$ cat src/rtl/seven_seg_scan_ctrl_if.sv
// Bus between the counter datapath and the seven-segment scan controller:
// scan control, digit load strobe/data, and the shared decoder/digit enables.
interface seven_seg_scan_ctrl_if #(
  parameter int NUM_DIGITS = 4
);
  logic                    i_enable;
  logic                    i_load;
  logic [3*NUM_DIGITS-1:0] i_digits;
  logic [2:0]              o_digit_code;
  logic [NUM_DIGITS-1:0]   o_digit_sel;
  logic                    o_frame_done;

  modport master (
    output i_enable, i_load, i_digits,
    input  o_digit_code, o_digit_sel, o_frame_done
  );

  modport slave (
    input  i_enable, i_load, i_digits,
    output o_digit_code, o_digit_sel, o_frame_done
  );
endinterface

$ cat src/rtl/seven_seg_scan_ctrl.sv
// Multiplexed seven-segment scanner with frame-synchronous shadow loading and
// inter-digit blanking. Optional macro LEADING_ZERO_BLANK_EN blanks leading zeros.
module seven_seg_scan_ctrl #(
  parameter int NUM_DIGITS   = 4,
  parameter int TICK_DIV     = 50000,
  parameter int BLANK_CYCLES = 16
) (
  input  logic                  i_clk,
  input  logic                  i_reset,
  seven_seg_scan_ctrl_if.slave  bus
);

  localparam int CNT_MAX = (TICK_DIV > BLANK_CYCLES) ? TICK_DIV : BLANK_CYCLES;
  localparam int CNT_W   = $clog2(CNT_MAX + 1);
  localparam int IDX_W   = (NUM_DIGITS > 1) ? $clog2(NUM_DIGITS) : 1;
  localparam int DW      = 3 * NUM_DIGITS;

  localparam logic [CNT_W-1:0] TICK_LAST  = CNT_W'(TICK_DIV - 1);
  localparam logic [CNT_W-1:0] BLANK_LAST = CNT_W'((BLANK_CYCLES > 0) ? BLANK_CYCLES - 1 : 0);
  localparam logic [IDX_W-1:0] IDX_LAST   = IDX_W'(NUM_DIGITS - 1);

  typedef enum logic [1:0] {
    S_IDLE,
    S_BLANK,
    S_DRIVE
  } state_t;

  localparam state_t FIRST_PHASE = (BLANK_CYCLES == 0) ? S_DRIVE : S_BLANK;

  state_t                  state_q, state_d;
  logic [IDX_W-1:0]        idx_q, idx_d;
  logic [CNT_W-1:0]        cnt_q, cnt_d;
  logic [DW-1:0]           shadow_q, shadow_d;
  logic [DW-1:0]           pending_q, pending_d;
  logic                    pend_flag_q, pend_flag_d;
  logic [2:0]              code_q, code_d;
  logic [NUM_DIGITS-1:0]   sel_q, sel_d;
  logic                    done_q, done_d;
  logic                    boundary;
  logic [2:0]              raw_code;

  // Sequencing and digit-buffer update. Dropping i_enable wins over the
  // frame boundary, so a disabled frame neither pulses nor swaps buffers.
  always_comb begin
    // NOTE: every variable gets a default first so no path leaves it unassigned (no latch).
    state_d     = state_q;
    idx_d       = idx_q;
    cnt_d       = cnt_q;
    shadow_d    = shadow_q;
    pending_d   = pending_q;
    pend_flag_d = pend_flag_q;
    boundary    = 1'b0;

    case (state_q)
      S_IDLE: begin
        if (bus.i_enable) begin
          state_d = FIRST_PHASE;
          idx_d   = '0;
          cnt_d   = '0;
        end
      end
      S_BLANK: begin
        if (!bus.i_enable) begin
          state_d = S_IDLE;
          idx_d   = '0;
          cnt_d   = '0;
        end else if (cnt_q == BLANK_LAST) begin
          state_d = S_DRIVE;
          cnt_d   = '0;
        end else begin
          cnt_d = cnt_q + 1'b1;
        end
      end
      S_DRIVE: begin
        if (!bus.i_enable) begin
          state_d = S_IDLE;
          idx_d   = '0;
          cnt_d   = '0;
        end else if (cnt_q == TICK_LAST) begin
          state_d = FIRST_PHASE;
          cnt_d   = '0;
          if (idx_q == IDX_LAST) begin
            idx_d    = '0;
            boundary = 1'b1;
          end else begin
            idx_d = idx_q + 1'b1;
          end
        end else begin
          cnt_d = cnt_q + 1'b1;
        end
      end
      default: begin
        state_d = S_IDLE;
        idx_d   = '0;
        cnt_d   = '0;
      end
    endcase

    if (state_q == S_IDLE) begin
      if (bus.i_load) shadow_d = bus.i_digits;
    end else if (boundary) begin
      if (bus.i_load)       shadow_d = bus.i_digits;
      else if (pend_flag_q) shadow_d = pending_q;
      pend_flag_d = 1'b0;
    end else if (bus.i_load) begin
      pending_d   = bus.i_digits;
      pend_flag_d = 1'b1;
    end

    done_d = boundary;
  end

`ifdef LEADING_ZERO_BLANK_EN
  logic [NUM_DIGITS-1:0] lz_mask;

  // lz_mask[k] is set when digit k and every digit above it are zero.
  always_comb begin
    logic upper_zero;
    upper_zero = 1'b1;
    lz_mask    = '0;
    for (int k = NUM_DIGITS - 1; k >= 1; k--) begin
      upper_zero = upper_zero & (shadow_d[3*k +: 3] == 3'd0);
      lz_mask[k] = upper_zero;
    end
  end
`endif

  // Next-output decode from the next state, so outputs are registered with it.
  always_comb begin
    raw_code = 3'h7;
    for (int k = 0; k < NUM_DIGITS; k++) begin
      if (idx_d == IDX_W'(k)) raw_code = shadow_d[3*k +: 3];
    end

    sel_d  = '1;
    code_d = 3'h7;
    if (state_d == S_BLANK) begin
      code_d = raw_code;
    end else if (state_d == S_DRIVE) begin
      code_d = raw_code;
      for (int k = 0; k < NUM_DIGITS; k++) begin
        if (idx_d == IDX_W'(k)) begin
          sel_d[k] = 1'b0;
`ifdef LEADING_ZERO_BLANK_EN
          if (lz_mask[k]) code_d = 3'h7;
`endif
        end
      end
    end
  end

  // NOTE: the digit buffers are reset too; they are a few flops and the display
  // must show a defined value if scanning starts before the first load.
  always_ff @(posedge i_clk or posedge i_reset) begin
    if (i_reset) begin
      state_q     <= S_IDLE;
      idx_q       <= '0;
      cnt_q       <= '0;
      shadow_q    <= '0;
      pending_q   <= '0;
      pend_flag_q <= 1'b0;
      code_q      <= 3'h7;
      sel_q       <= '1;
      done_q      <= 1'b0;
    end else begin
      state_q     <= state_d;
      idx_q       <= idx_d;
      cnt_q       <= cnt_d;
      shadow_q    <= shadow_d;
      pending_q   <= pending_d;
      pend_flag_q <= pend_flag_d;
      code_q      <= code_d;
      sel_q       <= sel_d;
      done_q      <= done_d;
    end
  end

  assign bus.o_digit_code = code_q;
  assign bus.o_digit_sel  = sel_q;
  assign bus.o_frame_done = done_q;

endmodule

$ cat src/flat_wrapper.sv
// flat-port wrapper written by rule: the top's interface ports become plain ports
module seven_seg_scan_ctrl_flat 
#(
  parameter int NUM_DIGITS   = 4,
  parameter int TICK_DIV     = 50000,
  parameter int BLANK_CYCLES = 16
)
  (i_clk, i_reset, bus_i_enable, bus_i_load, bus_i_digits, bus_o_digit_code, bus_o_digit_sel, bus_o_frame_done);
  seven_seg_scan_ctrl_if #(.NUM_DIGITS(NUM_DIGITS)) bus_i ();
  input  logic i_clk;
  input  logic i_reset;
  input wire logic [$bits(bus_i.i_enable)-1:0] bus_i_enable;
  input wire logic [$bits(bus_i.i_load)-1:0] bus_i_load;
  input wire logic [$bits(bus_i.i_digits)-1:0] bus_i_digits;
  output wire logic [$bits(bus_i.o_digit_code)-1:0] bus_o_digit_code;
  output wire logic [$bits(bus_i.o_digit_sel)-1:0] bus_o_digit_sel;
  output wire logic [$bits(bus_i.o_frame_done)-1:0] bus_o_frame_done;
  assign bus_i.i_enable = bus_i_enable;
  assign bus_i.i_load = bus_i_load;
  assign bus_i.i_digits = bus_i_digits;
  assign bus_o_digit_code = bus_i.o_digit_code;
  assign bus_o_digit_sel = bus_i.o_digit_sel;
  assign bus_o_frame_done = bus_i.o_frame_done;
  seven_seg_scan_ctrl #(.NUM_DIGITS(NUM_DIGITS), .TICK_DIV(TICK_DIV), .BLANK_CYCLES(BLANK_CYCLES)) u_core (.i_clk(i_clk), .i_reset(i_reset), .bus(bus_i));
endmodule
$ cat config.mk
export PLATFORM = sky130hd
export DESIGN_NAME = seven_seg_scan_ctrl_flat
export DESIGN_NICKNAME = d
export VERILOG_FILES = /design/src/rtl/seven_seg_scan_ctrl_if.sv /design/src/rtl/seven_seg_scan_ctrl.sv /design/src/flat_wrapper.sv
export SDC_FILE = /design/constraint.sdc
export NUM_CORES = 1
export LEC_CHECK = 0
export BUFFER_PORTS_ARGS = -buffer_cell sky130_fd_sc_hd__buf_2
export CAP_MARGIN = 0
export CORE_MARGIN = 3
export CORE_UTILIZATION = 59
export CTS_BUF_LIST = sky130_fd_sc_hd__clkbuf_16
export DETAILED_ROUTE_END_ITERATION = 7
export GPL_TIMING_DRIVEN = 0
export PLACE_DENSITY_LB_ADDON = 0.12
export SYNTH_ARGS = -nofsm -noshare
export SYNTH_HDL_FRONTEND = slang
export SYNTH_SLANG_ARGS = --single-unit
$ cat constraint.sdc
create_clock -name i_clk -period 3.4 [get_ports i_clk]
set_input_delay 0.68 -clock i_clk [delete_from_list [all_inputs] [get_ports i_clk]]
set_output_delay 0.68 -clock i_clk [all_outputs]
set_load 0.02 [all_outputs]
==> results of run 1 <==
[synthesized netlist by cell type, drive strengths merged (7+ instances only)]
library cell,count
nand2b,9
mux2i,8
a221o,7
nor3,7
a21oi,12
dfstp,7
nand3,10
o21ai,19
inv,10
mux2,16
nor2,31
nand2,29
dfrtp,46
clkbuf,10
[cell families (layout without fill, tap and decap cells)]
kind of cell	Yosys count	in the layout	synth area share, %
buffers and inverters	22	54	3.09
AND/OR/NAND/NOR	116	116	19.9
adder cells (fa/ha/maj)	6	6	2.58
multiplexers	24	24	8.94
AO/OA/AOI/OAI	69	69	16.7
XOR/XNOR	10	10	3.01
flip-flops	53	53	45.9
[worst min path at each step]
stage,slack [ns],depth (start not counted),end,from
final,0.39,2,u_core.idx_q[0],i_reset
after global routing,0.43,2,u_core.state_q[0],i_reset
after CTS,0.41,2,u_core.idx_q[0],i_reset
after detailed placement,0.49,1,u_core.pending_q[6],u_core.pending_q[6]
after global placement,0.49,1,u_core.pending_q[6],u_core.pending_q[6]
after floorplan,0.48,2,u_core.shadow_q[10],u_core.shadow_q[10]
[area by class of cell]
class / count / area [µm²] / share of cell area (%)
Clock inverter: 3 / 22.5 / 0.688
Sequential cell: 53 / 1340 / 40.8
Tap cell: 65 / 81.3 / 2.48
Buffer: 12 / 52.6 / 1.60
Multi-Input combinational cell: 225 / 1490 / 45.4
Inverter: 10 / 37.5 / 1.15
Timing Repair Buffer: 24 / 135 / 4.13
Clock buffer: 5 / 125 / 3.82
[metrics by stage]
| step | instances | util [%] |
|---|---|---|
| 4_1_cts | 397 | 71.8 |
| 5_1_grt | 397 | 71.8 |
| 3_5_place_dp | 389 | 68.5 |
| 2_1_floorplan | 300 | - |
| 3_3_place_gp | 388 | 68.1 |
| 6_report | 397 | 71.8 |
[cells in the final DEF (no fill, tap or decap), types with 3 or more instances in the layout]
master and count:
a21o_1 3, a21oi_1 12, a221o_1 7, a22o_1 5
a22oi_1 4, and2_1 5, and3_1 4, buf_2 23
clkbuf_1 10, clkbuf_16 5, dfrtp_1 46, dfstp_2 7
ha_1 6, inv_1 9, mux2_2 16, mux2i_1 8
nand2_1 29, nand2b_1 9, nand3_1 10, nand4_1 4
nor2_1 31, nor2b_1 4, nor3_1 7, o21a_1 3
o21ai_0 19, or2_1 3, xnor2_1 4, xor2_1 6
[report_power, final]
group	internal [mW]	total (mW)	switching (mW)
logic	0.293	0.651	0.359
clock network	0.274	0.499	0.225
registers	0.804	0.897	0.0936
total	1.37	2.05	0.677
[metal layers]
metal  global-route usage, %  wire [µm]  vias up
li1                        -          -     1144
met1                    34.6       3160     1114
met2                    34.0       2730       66
met3                    3.90        303        6
met4                    7.25         68        0
met5                       0          0        -
[sequential cells by signal (all words and copies together), names as in the netlist]
register / cells
u_core.cnt_q: 16
u_core.bus.o_digit_sel: 4
u_core.bus.o_frame_done: 1
u_core.idx_q: 2
u_core.pending_q: 12
u_core.shadow_q: 12
u_core.pend_flag_q: 1
u_core.bus.o_digit_code: 3
u_core.state_q: 2
==> results.json, run 1 <==
{
  "status": "completed",
  "grt_setup_unrepaired": "false",
  "area_growth_syn_to_layout_pct": 12.5,
  "worst-path-max-fanout": 10,
  "max_freq_mhz": 319,
  "vias": 2330,
  "power_mw": 2.05,
  "fin_crit_sh_pct": 92.3,
  "synthDistinctLibCells": 47,
  "track_usage_pct": 23.1,
  "setup_violations": 0,
  "dp_hpwl_um": 4610,
  "num_rows": 24,
  "drt_iter0_markers": 190,
  "worstPathCellList": "inv_1 -> ha_1 -> clkbuf_1 -> inv_1 -> clkbuf_1 -> and2_1 -> a22o_1 -> a222oi_1 -> nand2_1 -> o211ai_1 -> nand4b_1",
  "diodes": 0,
  "cp.arrival_ns": 3.33,
  "start_kind": "flop",
  "syn_inst": 300,
  "numCtsBuffers": 5,
  "synth_edf_count": 0,
  "ctsHoldBuffers": 0,
  "clockBufferDepth": 2,
  "slew_headroom_pct": 59.8,
  "r2r_slack_ns": 0.26,
  "ir_worst_vdd_mv": 0.419,
  "syn_area_per_cell_um2": 9.71,
  "min_path_type": "in -> async",
  "preCtsSetupSlack_ns": 0.286,
  "r2r_start": "u_core.state_q[0]",
  "synthTopCellsByArea": "dfrtp_1 40%, dfstp_2 6.3%, mux2_2 6.2%, nor2_1 4.0%, nand2_1 3.7%",
  "fp.dieW_um": 76.3,
  "gp_congestion": 0.838,
  "p_leak_nw": 1.41,
  "yosys_register_bits": 53,
  "cp-end-kind": "flop",
  "drive_gt1_share_pct": 18.4,
  "die_area_mm2": 0.00581,
  "postLayoutSetupSlackWorst_ns": 0.262,
  "design_area_mm2": 0.00328,
  "yosysTopAreaCellShare_pct": 39.5,
  "hold_slack_ns": 0.389,
  "drtAntennaViolNets": 0,
  "min_period_ns": 3.14,
  "yosys.area.top_type": "dfrtp_1",
  "io_pins": 24,
  "cts.sinks": 53,
  "clkLatencyLatePin_ns": 0.29,
  "syn_nets": 322,
  "r2r-end": "u_core.bus.o_digit_code[1]",
  "io_buffers": 23,
  "placed_cell_area_mm2": 0.00313,
  "htree_num_levels": 2,
  "finalWirelength_um": 6270,
  "crit_end": "u_core.bus.o_digit_code[1]",
  "netlist_area_mm2": 0.00291,
  "postCtsSetupBuffers": 0,
  "required_ns": 3.59,
  "hold_viol": 0,
  "maxSlewViolCount": 0,
  "crit_path_top_delay_cell": "a222oi_1",
  "cts_root_buffer": "clkbuf_16",
  "core_mm2": 0.00456,
  "viasPerCell": 5.87,
  "gr-total-overflow": 0,
  "cp_top_family": "buffers and inverters",
  "yosys_warnings": 0,
  "drc": 0,
  "slowest_delay_ns": 0.49,
  "grt_pass1_vias": 2226,
  "antenna_found_initial": 0,
  "cts.clk_slew.worst_paths_ns": 0.07,
  "die_y_um": 76.3,
  "synth-main-ff-cell": "dfrtp_1",
  "cts_tree": "done",
  "max-cap-violations": 0,
  "skew_ns": 0.00551,
  "synthArstFlopShare_pct": 100,
  "ctsResizeCount": 0,
  "setup.worst_path.start": "u_core.state_q[0]",
  "n_fill_cell": 353,
  "yosysSeqAreaShare_pct": 45.9,
  "tightestPinTransition_ns": 0.604,
  "start_util_pct": 63.8,
  "drt_pre_antenna_iters": 4,
  "wl_per_cell_um": 15.8,
  "worst-path-buf-inv": 4,
  "tns_ns": 0,
  "pwr_density_cell_mw_per_mm2": 625,
  "nets": 353,
  "grt_max_degree": 35,
  "crit_type": "reg -> reg",
  "grt_pass1_wl_um": 10800,
  "cp.depth": 11,
  "r2r_cells": 11
}
No activity file was read; power rests on OpenSTA's default activity.
==> run 2: changes to the inputs <==
--- a/config.mk
+++ b/config.mk
@@ -5,7 +5,7 @@
 export SDC_FILE = /design/constraint.sdc
 export NUM_CORES = 1
 export LEC_CHECK = 0
-export BUFFER_PORTS_ARGS = -buffer_cell sky130_fd_sc_hd__buf_2
+export BUFFER_PORTS_ARGS = -buffer_cell sky130_fd_sc_hd__buf_4
 export CAP_MARGIN = 0
 export CORE_MARGIN = 3
 export CORE_UTILIZATION = 59
@@ -13,6 +13,7 @@
 export DETAILED_ROUTE_END_ITERATION = 7
 export GPL_TIMING_DRIVEN = 0
 export PLACE_DENSITY_LB_ADDON = 0.12
+export RECOVER_POWER = 50
 export SYNTH_ARGS = -nofsm -noshare
 export SYNTH_HDL_FRONTEND = slang
 export SYNTH_SLANG_ARGS = --single-unit
==> run 2 against run 1 <==
Net effect:
- the run now ends with capacitance limit, slew limit left
- critical path depth did not move
- sequential share of layout area down 0.55 points
- cell area grew 1.4%
- combinational power is essentially flat
- global-route usage is 0.16 points higher
- first-iteration DRC count fell by 5.8%
- non-clock buffer count stayed put
- maximum frequency increased by 3.1%
- critical path type unchanged
- highest routed layer unchanged
==> results.json, run 2 (synthesis gave the netlist of run 1 again) <==
{
  "r2r_slack_ns": 0.35,
  "htree_num_levels": 2,
  "drc": 0,
  "power_mw": 2.11,
  "grt_setup_unrepaired": "false",
  "skew_ns": 0.00642,
  "io_pins": 24,
  "r2r-end": "u_core.bus.o_digit_code[1]",
  "ir_worst_vdd_mv": 0.450,
  "setup.worst_path.start": "u_core.state_q[1]",
  "cts_tree": "done",
  "io_buffers": 23,
  "grt_pass1_vias": 2329,
  "nets": 353,
  "clkLatencyLatePin_ns": 0.29,
  "cts_root_buffer": "clkbuf_16",
  "postLayoutSetupSlackWorst_ns": 0.355,
  "pwr_density_cell_mw_per_mm2": 637,
  "grt_pass1_wl_um": 11000,
  "die_y_um": 76.3,
  "max-cap-violations": 1,
  "tightestPinTransition_ns": 1.78,
  "fin_cells": 397,
  "drive_gt1_share_pct": 16.3,
  "drtAntennaViolNets": 0,
  "tns_ns": 0,
  "fp.dieW_um": 76.3,
  "p_leak_nw": 1.42,
  "reg_top3": "u_core.cnt_q: 16 flops, u_core.pending_q: 12 flops, u_core.shadow_q: 12 flops",
  "drt_pre_antenna_iters": 4,
  "failed_checks": "capacitance limit, slew limit",
  "hold_slack_ns": 0.506,
  "max_freq_mhz": 328,
  "die_area_mm2": 0.00581,
  "start_kind": "flop",
  "gp_congestion": 0.827,
  "grt_max_degree": 35,
  "required_ns": 3.59,
  "diodes": 0,
  "start_util_pct": 63.8,
  "largest_register_ffs": 16,
  "cp.arrival_ns": 3.24,
  "dp_cells": 389,
  "maxSlewViolCount": 35,
  "num_rows": 24,
  "fin_crit_sh_pct": 89.6,
  "drt_iter0_markers": 179,
  "core_mm2": 0.00456,
  "dp_hpwl_um": 4660,
  "mostFrequentLayoutCells": "46 x dfrtp_1, 31 x nor2_1, 29 x nand2_1",
  "numCtsBuffers": 5,
  "top_register": "u_core.cnt_q",
  "worst-path-max-fanout": 10,
  "wl_per_cell_um": 15.6,
  "area_growth_syn_to_layout_pct": 14.1,
  "preCtsSetupSlack_ns": 0.343,
  "r2r_start": "u_core.state_q[1]",
  "cts.clk_slew.worst_paths_ns": 0.07,
  "hold_viol": 0,
  "crit_type": "reg -> reg",
  "slew_headroom_pct": -18.8,
  "antenna_found_initial": 0,
  "postCtsSetupBuffers": 0,
  "min_period_ns": 3.05,
  "final_common_cell": "dfrtp_1",
  "min_path_type": "in -> async",
  "ctsResizeCount": 0,
  "viasPerCell": 6.01,
  "cp-end-kind": "flop",
  "setup_violations": 0,
  "ctsHoldBuffers": 0,
  "cts.sinks": 53,
  "track_usage_pct": 23.2,
  "status": "finished, violations left",
  "r2r_cells": 11,
  "gr-total-overflow": 0,
  "finalWirelength_um": 6210,
  "crit_end": "u_core.bus.o_digit_code[1]",
  "clockBufferDepth": 2,
  "vias": 2386
}
run 2: changes by cell type in the layout (fill, tap and decap cells not counted), moves of 2 or more:
cell,change
clkbuf_1,+5
buf_4,+18
buf_2,-23
clkinv_4,-2
run 2: area by class of cell:
| cell class | instances | area [µm²] |
|---|---|---|
| buffer | 12 | 52.6 |
| clock buffer | 5 | 125 |
| clock inverter | 3 | 41.3 |
| fill | 365 | 1240 |
| inverter | 10 | 37.5 |
| multi-input combinational | 225 | 1490 |
| sequential | 53 | 1340 |
| tap | 65 | 81.3 |
| timing repair buffer | 24 | 161 |
run 2: stage by stage:
step	utilization, %	instance area, µm²
after floorplan	-	2910
final	72.8	3320
after global routing	72.8	3320
after detailed placement	69.8	3190
after global placement	69.4	3170
after CTS	73.4	3350
run 2: metal layers:
layer	track usage [%]	wire length [µm]
met5	0	0
met4	6.70	64
met3	4.49	377
met2	35.8	2840
met1	33.5	2930
run 2: critical path, stage by stage (launching register included):
cell	delay, ns
dfrtp_1	0.42
inv_1	0.13
ha_1	0.28
clkbuf_1	0.42
inv_1	0.18
clkbuf_1	0.25
and2_1	0.21
a22o_1	0.20
a222oi_1	0.49
nand2_1	0.12
o211ai_1	0.11
nand4b_1	0.14
run 2: worst min path at each step:
stage	slack (ns)	endpoint	startpoint
finish	0.51	u_core.cnt_q[6]	i_reset
global route	0.52	u_core.pending_q[8]	u_core.pending_q[8]
CTS	0.41	u_core.cnt_q[6]	i_reset
detailed placement	0.49	u_core.pending_q[8]	u_core.pending_q[8]
global placement	0.49	u_core.pending_q[2]	u_core.pending_q[2]
floorplan	0.48	u_core.shadow_q[10]	u_core.shadow_q[10]
run 2: report_power, final:
part | internal [mW] | switching, mW | leakage, nW | total [mW]
Combinational | 0.298 | 0.356 | 0.679 | 0.654
Sequential | 0.804 | 0.0905 | 0.662 | 0.894
Clock | 0.345 | 0.221 | 0.0775 | 0.566
